$ cat src/rtl/audio_peak_meter.sv
// audio_peak_meter: stereo peak-level meter with peak-hold, exponential decay
// and a 5-segment logarithmic LED bar per channel.
// Optional feature macro: AUDIO_PEAK_METER_CLIP_EN compiles in the sticky
// per-channel clip detector; without it clip reads 2'b00 and clip_clr is ignored.

// One channel: magnitude, HOLD/DECAY peak tracker and registered LED bar.
module audio_peak_meter_ch #(
  parameter int unsigned HOLD_SAMPLES = 4800,
  parameter int unsigned DECAY_PERIOD = 480,
  parameter int unsigned DECAY_SHIFT  = 3
) (
  input  logic        clk,
  input  logic        rst_n,
  input  logic        go_i,
  input  logic [23:0] din_i,
  output logic [22:0] peak_o,
  output logic [4:0]  bar_o
);

  localparam int unsigned HOLD_W = (HOLD_SAMPLES > 1) ? $clog2(HOLD_SAMPLES) : 1;
  localparam int unsigned DEC_W  = (DECAY_PERIOD > 1) ? $clog2(DECAY_PERIOD) : 1;
  localparam logic [HOLD_W-1:0] HOLD_RELOAD = HOLD_W'(HOLD_SAMPLES - 1);
  localparam logic [DEC_W-1:0]  DEC_RELOAD  = DEC_W'(DECAY_PERIOD - 1);

  typedef enum logic {
    ST_HOLD  = 1'b0,
    ST_DECAY = 1'b1
  } state_e;

  state_e            state_q, state_d;
  logic [22:0]       peak_q, peak_d;
  logic [HOLD_W-1:0] hold_cnt_q, hold_cnt_d;
  logic [DEC_W-1:0]  dec_cnt_q, dec_cnt_d;
  logic [4:0]        bar_q, bar_d;

  logic [23:0] din_neg;
  logic [22:0] mag;
  logic [22:0] shifted;
  logic [22:0] dec_step;
  logic        new_peak;

  // Magnitude with the single unrepresentable value (-2^23) saturated.
  assign din_neg = ~din_i + 24'd1;
  assign mag     = !din_i[23]              ? din_i[22:0] :
                   (din_i == 24'h800000)   ? 23'h7FFFFF  : din_neg[22:0];

  // Decay step never rounds to zero while the peak is non-zero, so the
  // meter always returns to silence.
  assign shifted  = peak_q >> DECAY_SHIFT;
  assign dec_step = (shifted == 23'd0 && peak_q != 23'd0) ? 23'd1 : shifted;

  // A zero sample on an already-zero decayed peak is not a new peak; the
  // tracker simply rests in DECAY.
  assign new_peak = (mag >= peak_q) &&
                    !(state_q == ST_DECAY && peak_q == 23'd0 && mag == 23'd0);

  // Next-state logic for the peak tracker, evaluated only on sample strobes.
  always_comb begin
    // NOTE: every combinational output gets a default first so no path can
    // leave it unassigned and infer a latch.
    state_d    = state_q;
    peak_d     = peak_q;
    hold_cnt_d = hold_cnt_q;
    dec_cnt_d  = dec_cnt_q;
    if (go_i) begin
      if (new_peak) begin
        peak_d     = mag;
        hold_cnt_d = HOLD_RELOAD;
        state_d    = ST_HOLD;
      end else begin
        unique case (state_q)
          ST_HOLD: begin
            if (hold_cnt_q != '0) begin
              hold_cnt_d = hold_cnt_q - 1'b1;
            end else begin
              state_d   = ST_DECAY;
              dec_cnt_d = DEC_RELOAD;
            end
          end
          ST_DECAY: begin
            if (dec_cnt_q != '0) begin
              dec_cnt_d = dec_cnt_q - 1'b1;
            end else begin
              peak_d    = peak_q - dec_step;
              dec_cnt_d = DEC_RELOAD;
            end
          end
          default: state_d = ST_DECAY;
        endcase
      end
    end
  end

  // Logarithmic bar thresholds 2^10, 2^13, 2^16, 2^19, 2^22 (monotonic by construction).
  always_comb begin
    bar_d = '0;
    for (int i = 0; i < 5; i++) begin
      bar_d[i] = (peak_q >= (23'd1 << (10 + 3 * i)));
    end
  end

  // State, peak and counter registers; reset parks the tracker in DECAY at zero.
  always_ff @(posedge clk or negedge rst_n) begin
    if (!rst_n) begin
      // NOTE: sequential state uses non-blocking assignments so every
      // register samples pre-edge values regardless of statement order.
      state_q    <= ST_DECAY;
      peak_q     <= '0;
      hold_cnt_q <= '0;
      dec_cnt_q  <= '0;
    end else begin
      state_q    <= state_d;
      peak_q     <= peak_d;
      hold_cnt_q <= hold_cnt_d;
      dec_cnt_q  <= dec_cnt_d;
    end
  end

  // LED bar register trails the peak register by one cycle.
  always_ff @(posedge clk or negedge rst_n) begin
    if (!rst_n) begin
      bar_q <= '0;
    end else begin
      bar_q <= bar_d;
    end
  end

  assign peak_o = peak_q;
  assign bar_o  = bar_q;

endmodule

// Top level: two channel trackers, LED mapping and optional clip flags.
module audio_peak_meter #(
  parameter int unsigned HOLD_SAMPLES = 4800,
  parameter int unsigned DECAY_PERIOD = 480,
  parameter int unsigned DECAY_SHIFT  = 3
) (
  input  logic        CLOCK_50,
  input  logic        reset_n,
  input  logic        read_ready,
  input  logic        write_ready,
  input  logic [23:0] din_left,
  input  logic [23:0] din_right,
  input  logic        clip_clr,
  output logic [22:0] peak_left,
  output logic [22:0] peak_right,
  output logic [9:0]  ledr,
  output logic [1:0]  clip
);

  logic       go;
  logic [4:0] bar_left, bar_right;

  assign go = read_ready & write_ready;

  audio_peak_meter_ch #(
    .HOLD_SAMPLES (HOLD_SAMPLES),
    .DECAY_PERIOD (DECAY_PERIOD),
    .DECAY_SHIFT  (DECAY_SHIFT)
  ) u_left (
    .clk    (CLOCK_50),
    .rst_n  (reset_n),
    .go_i   (go),
    .din_i  (din_left),
    .peak_o (peak_left),
    .bar_o  (bar_left)
  );

  audio_peak_meter_ch #(
    .HOLD_SAMPLES (HOLD_SAMPLES),
    .DECAY_PERIOD (DECAY_PERIOD),
    .DECAY_SHIFT  (DECAY_SHIFT)
  ) u_right (
    .clk    (CLOCK_50),
    .rst_n  (reset_n),
    .go_i   (go),
    .din_i  (din_right),
    .peak_o (peak_right),
    .bar_o  (bar_right)
  );

  assign ledr = {bar_left, bar_right};

`ifdef AUDIO_PEAK_METER_CLIP_EN
  logic [1:0] clip_q, clip_d;
  logic [1:0] clip_set;

  assign clip_set[1] = go & ((din_left  == 24'h7FFFFF) | (din_left  == 24'h800000));
  assign clip_set[0] = go & ((din_right == 24'h7FFFFF) | (din_right == 24'h800000));

  // Sticky clip flags: clear first, then a same-cycle set overrides it.
  always_comb begin
    clip_d = clip_clr ? 2'b00 : clip_q;
    clip_d = clip_d | clip_set;
  end

  // Clip flag register.
  always_ff @(posedge CLOCK_50 or negedge reset_n) begin
    if (!reset_n) begin
      clip_q <= 2'b00;
    end else begin
      clip_q <= clip_d;
    end
  end

  assign clip = clip_q;
`else
  logic unused_clip_clr;
  assign unused_clip_clr = clip_clr;
  assign clip            = 2'b00;
`endif

endmodule

$ cat config.mk
export PLATFORM = sky130hd
export DESIGN_NAME = audio_peak_meter
export DESIGN_NICKNAME = d
export VERILOG_FILES = /design/src/rtl/audio_peak_meter.sv
export SDC_FILE = /design/constraint.sdc
export NUM_CORES = 1
export LEC_CHECK = 0
export BUFFER_PORTS_ARGS = -buffer_cell sky130_fd_sc_hd__buf_2
export CORE_MARGIN = 2
export CORE_UTILIZATION = 51
export DETAILED_ROUTE_END_ITERATION = 7
export MAX_ROUTING_LAYER = met4
export PLACE_DENSITY_LB_ADDON = 0.2
export RECOVER_POWER = 25
export SLEW_MARGIN = 5
export SYNTH_ARGS = -nofsm -noshare
export SYNTH_HDL_FRONTEND = slang
export SYNTH_SLANG_ARGS = --single-unit
$ cat constraint.sdc
create_clock -name CLOCK_50 -period 5.6 [get_ports CLOCK_50]
set_clock_uncertainty 0.05 [all_clocks]
set_input_delay 0.56 -clock CLOCK_50 [delete_from_list [all_inputs] [get_ports CLOCK_50]]
set_output_delay 0.56 -clock CLOCK_50 [all_outputs]
set_load 0.03 [all_outputs]
==> results.md <==
* Run status: finished with violations
* Violations in the final reports: max-capacitance violations, max-slew violations
* Routed wire length at 27200 um
* Register area at 2555 um2
* Min Tclk post-route at 5.147 ns
* RSZ-0062 raised after global routing: no
* Post-route setup slack at 0.4529 ns
* Overall Power at 6.379 mW
* Filler Cell Count at 1870
* Clock root buffer: clkbuf_16
* IO buf count at 107
* Max-slew headroom at -0.7029
* Measured slew at the worst slew-check pin at 2.554 ns
* Startpoint types: flip-flop
* Clock sink total at 102
* Critical Path End Type: flip-flop
* Reg2reg path depth at 17
* Hold depth at 1
* DR vias at 10090
* Min-delay worst type: reg2reg
* Kind of critical path: reg2reg
* CTS resizes at 0
* Cell variety after synth at 84
* # diodes at 0
* Post-Syn Area at 10070 um2
* Setup WS pre-CTS at 0.4126 ns
* Reg clk slew, reported paths at 0.08 ns
* Setup TNS at 0 ns
* Clk Latency, worst-skew pair at 0.37 ns
* Top_reg_cell synth: dfrtp_1
* Std-Cell Rows at 51
* Post-DRT Antenna Nets at 0
* FMAX at 0.1943 GHz
* Initial antenna violation count at 0
* Die area at 20890 um2
* Total gr overflow at 0
* Synth-to-Final Area Change at 11.64%
* Die height at 144.6 um
* DR iter-0 viols at 683
* Fin. Hold Viols at 0
* Tot GR Track Use at 0.2697
* Worst IR Drop VDD at 0.2658 mV
* Largest net degree at the start of global routing at 61
* WL per Instance at 16.38 um
* Post-CTS Setup Bufs at 0
* Final Max Tran Viols at 85
* Hold WS at 0.4426 ns
* Synth warn at 0
* CTS tree: built
* Die width at 144.6 um
* Starting Density at 0.5193
* Multi-input logic area at 6835 um2
* # setup viols final at 0
* First-pass GRT wire length at 44370 um
* Arrival @ worst endpoint at 5.35 ns
* Number of flops mapped to enable cells by yosys at 0
* Pleak at 5.021 nW
* Post-DR vias/cell at 6.077
* Max-cap viol count at 2
* Tcrit/Tclk final at 0.9191
* Critical path fanouts, max at 5
* CTS Buffer Depth at 2
* RePlAce Congestion at 0.9282
* # nets final at 1537
* #FFs+latches synth at 102
* H-tree depth at 3
* Data required time of the worst path at 5.81 ns
* Post-synthesis sequential area ratio at 0.2536
* Avg Inst Size Synth at 7.744 um2
* Dpl hpwl at 20860 um
* Cells after synthesis at 1301
* Cts bufs inserted at 9
* Cell Pwr Density at 567.2 nW/um2
* Core ar. at 19400 um2
* Asr flop ratio synth at 1.000
* Top-Level Pins at 111
* Share of layout cells above drive strength 1 at 0.1362
* Post-CTS Hold Fix Bufs at 0
* Vias in the first global route at 9073
* DRT Pass-1 Iters at 5
* Post-route DRC at 0
-- sequential cells by signal (all words and copies together), names as in the netlist --
signal and count:
u_left.hold_cnt_q 13, u_left.state_q 1, u_left.bar_o 5, u_right.hold_cnt_q 13
u_left.dec_cnt_q 9, u_right.state_q 1, u_right.peak_o 23, u_right.bar_o 5
u_right.dec_cnt_q 9, u_left.peak_o 23
-- cell families (layout without fill, tap and decap cells) --
group                    after synthesis  in the layout  synth area share
AO/OA/AOI/OAI                        379            379            0.2509
XOR/XNOR                              49             49           0.04260
adder cells (fa/ha/maj)               94             94            0.1182
buffers and inverters                180            273           0.06942
flip-flops                           102            102            0.2536
multiplexers                          18             18           0.01875
other                                  1              2         0.0003722
AND/OR/NAND/NOR                      478            478            0.2462
-- cell usage after synthesis (8+ instances only) --
master | count | area [um2]
a211oi_1 | 16 | 120.1
a31oi_1 | 25 | 156.4
or2_2 | 12 | 75.07
or3_1 | 21 | 131.4
a21oi_1 | 86 | 430.4
and3_1 | 15 | 93.84
clkbuf_1 | 41 | 153.9
mux2i_1 | 11 | 110.1
dfrtp_1 | 100 | 2502
nand2_1 | 107 | 401.6
or4_1 | 11 | 82.58
xnor2_1 | 27 | 236.5
nor3_1 | 52 | 260.3
nand2b_1 | 12 | 75.07
o211ai_1 | 9 | 67.56
o22a_1 | 9 | 78.83
buf_2 | 12 | 60.06
nor4_1 | 21 | 131.4
nor2b_1 | 17 | 106.4
nand4_1 | 13 | 81.33
and4_1 | 8 | 70.07
a21o_1 | 19 | 142.6
nor2_1 | 113 | 424.2
o221a_2 | 11 | 123.9
ha_1 | 92 | 1151
nand3_1 | 39 | 195.2
o31ai_1 | 18 | 135.1
inv_1 | 121 | 454.2
xor2_1 | 22 | 192.7
o21ai_0 | 85 | 425.4
o21a_1 | 19 | 142.6
-- metrics by stage --
step | std cells | instance area [um2] | util
global route | 1660 | 11250 | 0.5798
finish | 1660 | 11250 | 0.5798
floorplan | 1302 | 10080 | -
CTS | 1660 | 11270 | 0.5810
global placement | 1644 | 10960 | 0.5648
detailed placement | 1644 | 10960 | 0.5648
-- metal layers --
layer  vias up  global-route usage  wire [um]
met5         -                   -          0
met4         0              0.1002        781
met3        52             0.03046       1267
met2       297              0.4358      12630
met1      4777              0.3504      12520
li1       4961                   -          -
-- area by class of cell --
| cell class | count | share of cell area |
|---|---|---|
| tap | 265 | 0.02948 |
| timing repair buffer | 136 | 0.06730 |
| clock inverter | 7 | 0.007899 |
| inverter | 121 | 0.04038 |
| clock buffer | 9 | 0.02002 |
| sequential | 102 | 0.2272 |
| multi-input combinational | 1020 | 0.6077 |
-- worst paths after layout --
kind,startpoint,endpoint,slack (ns)
worst min-delay path,u_left.hold_cnt_q[11],u_left.hold_cnt_q[11],0.44
worst max-delay path,u_right.peak_o[20],u_right.peak_o[20],0.45
min in group asynchronous,reset_n,u_left.peak_o[0],0.92
worst max register to register,u_right.peak_o[20],u_right.peak_o[20],0.45
max in group asynchronous,reset_n,u_left.peak_o[11],2.02
worst min register to register,u_left.hold_cnt_q[11],u_left.hold_cnt_q[11],0.44
-- cell usage in the layout (no fill, tap or decap), types with 12 or more instances in the layout --
cell / synthesis / routed
nor2_1: 113 / 113
nand4_1: 13 / 13
dfrtp_1: 100 / 100
inv_1: 121 / 121
or2_2: 12 / 12
o21a_1: 19 / 19
nor4_1: 21 / 21
nor2b_1: 17 / 17
clkbuf_1: 41 / 13
a21oi_1: 86 / 86
buf_4: 2 / 25
nand2_1: 107 / 107
ha_1: 92 / 92
xnor2_1: 27 / 27
o31ai_1: 18 / 18
nand3_1: 39 / 39
xor2_1: 22 / 22
buf_2: 12 / 95
a31oi_1: 25 / 25
nand2b_1: 12 / 12
o21ai_0: 85 / 85
nor3_1: 52 / 52
a211oi_1: 16 / 16
and3_1: 15 / 15
a21o_1: 19 / 19
or3_1: 21 / 21
-- critical path: stages (launching register included) --
cell	delay, ns
dfrtp_1	0.44
nor2_1	0.20
nand3_1	0.15
or4_1	0.57
or3_1	0.42
o31ai_1	0.24
ha_1	0.24
fa_1	0.23
nor2b_1	0.08
o31ai_1	0.40
a21oi_1	0.19
a221oi_1	0.38
nand2_1	0.13
a31oi_1	0.22
o21ai_0	0.19
a211oi_1	0.51
a211oi_1	0.10
a211o_1	0.28
-- report_power, final --
group	switching, mW	internal [mW]	total (mW)
logic	2.52	1.79	4.31
clock network	0.337	0.322	0.659
registers	0.398	1.01	1.41
No activity file was read; power rests on OpenSTA's default activity.
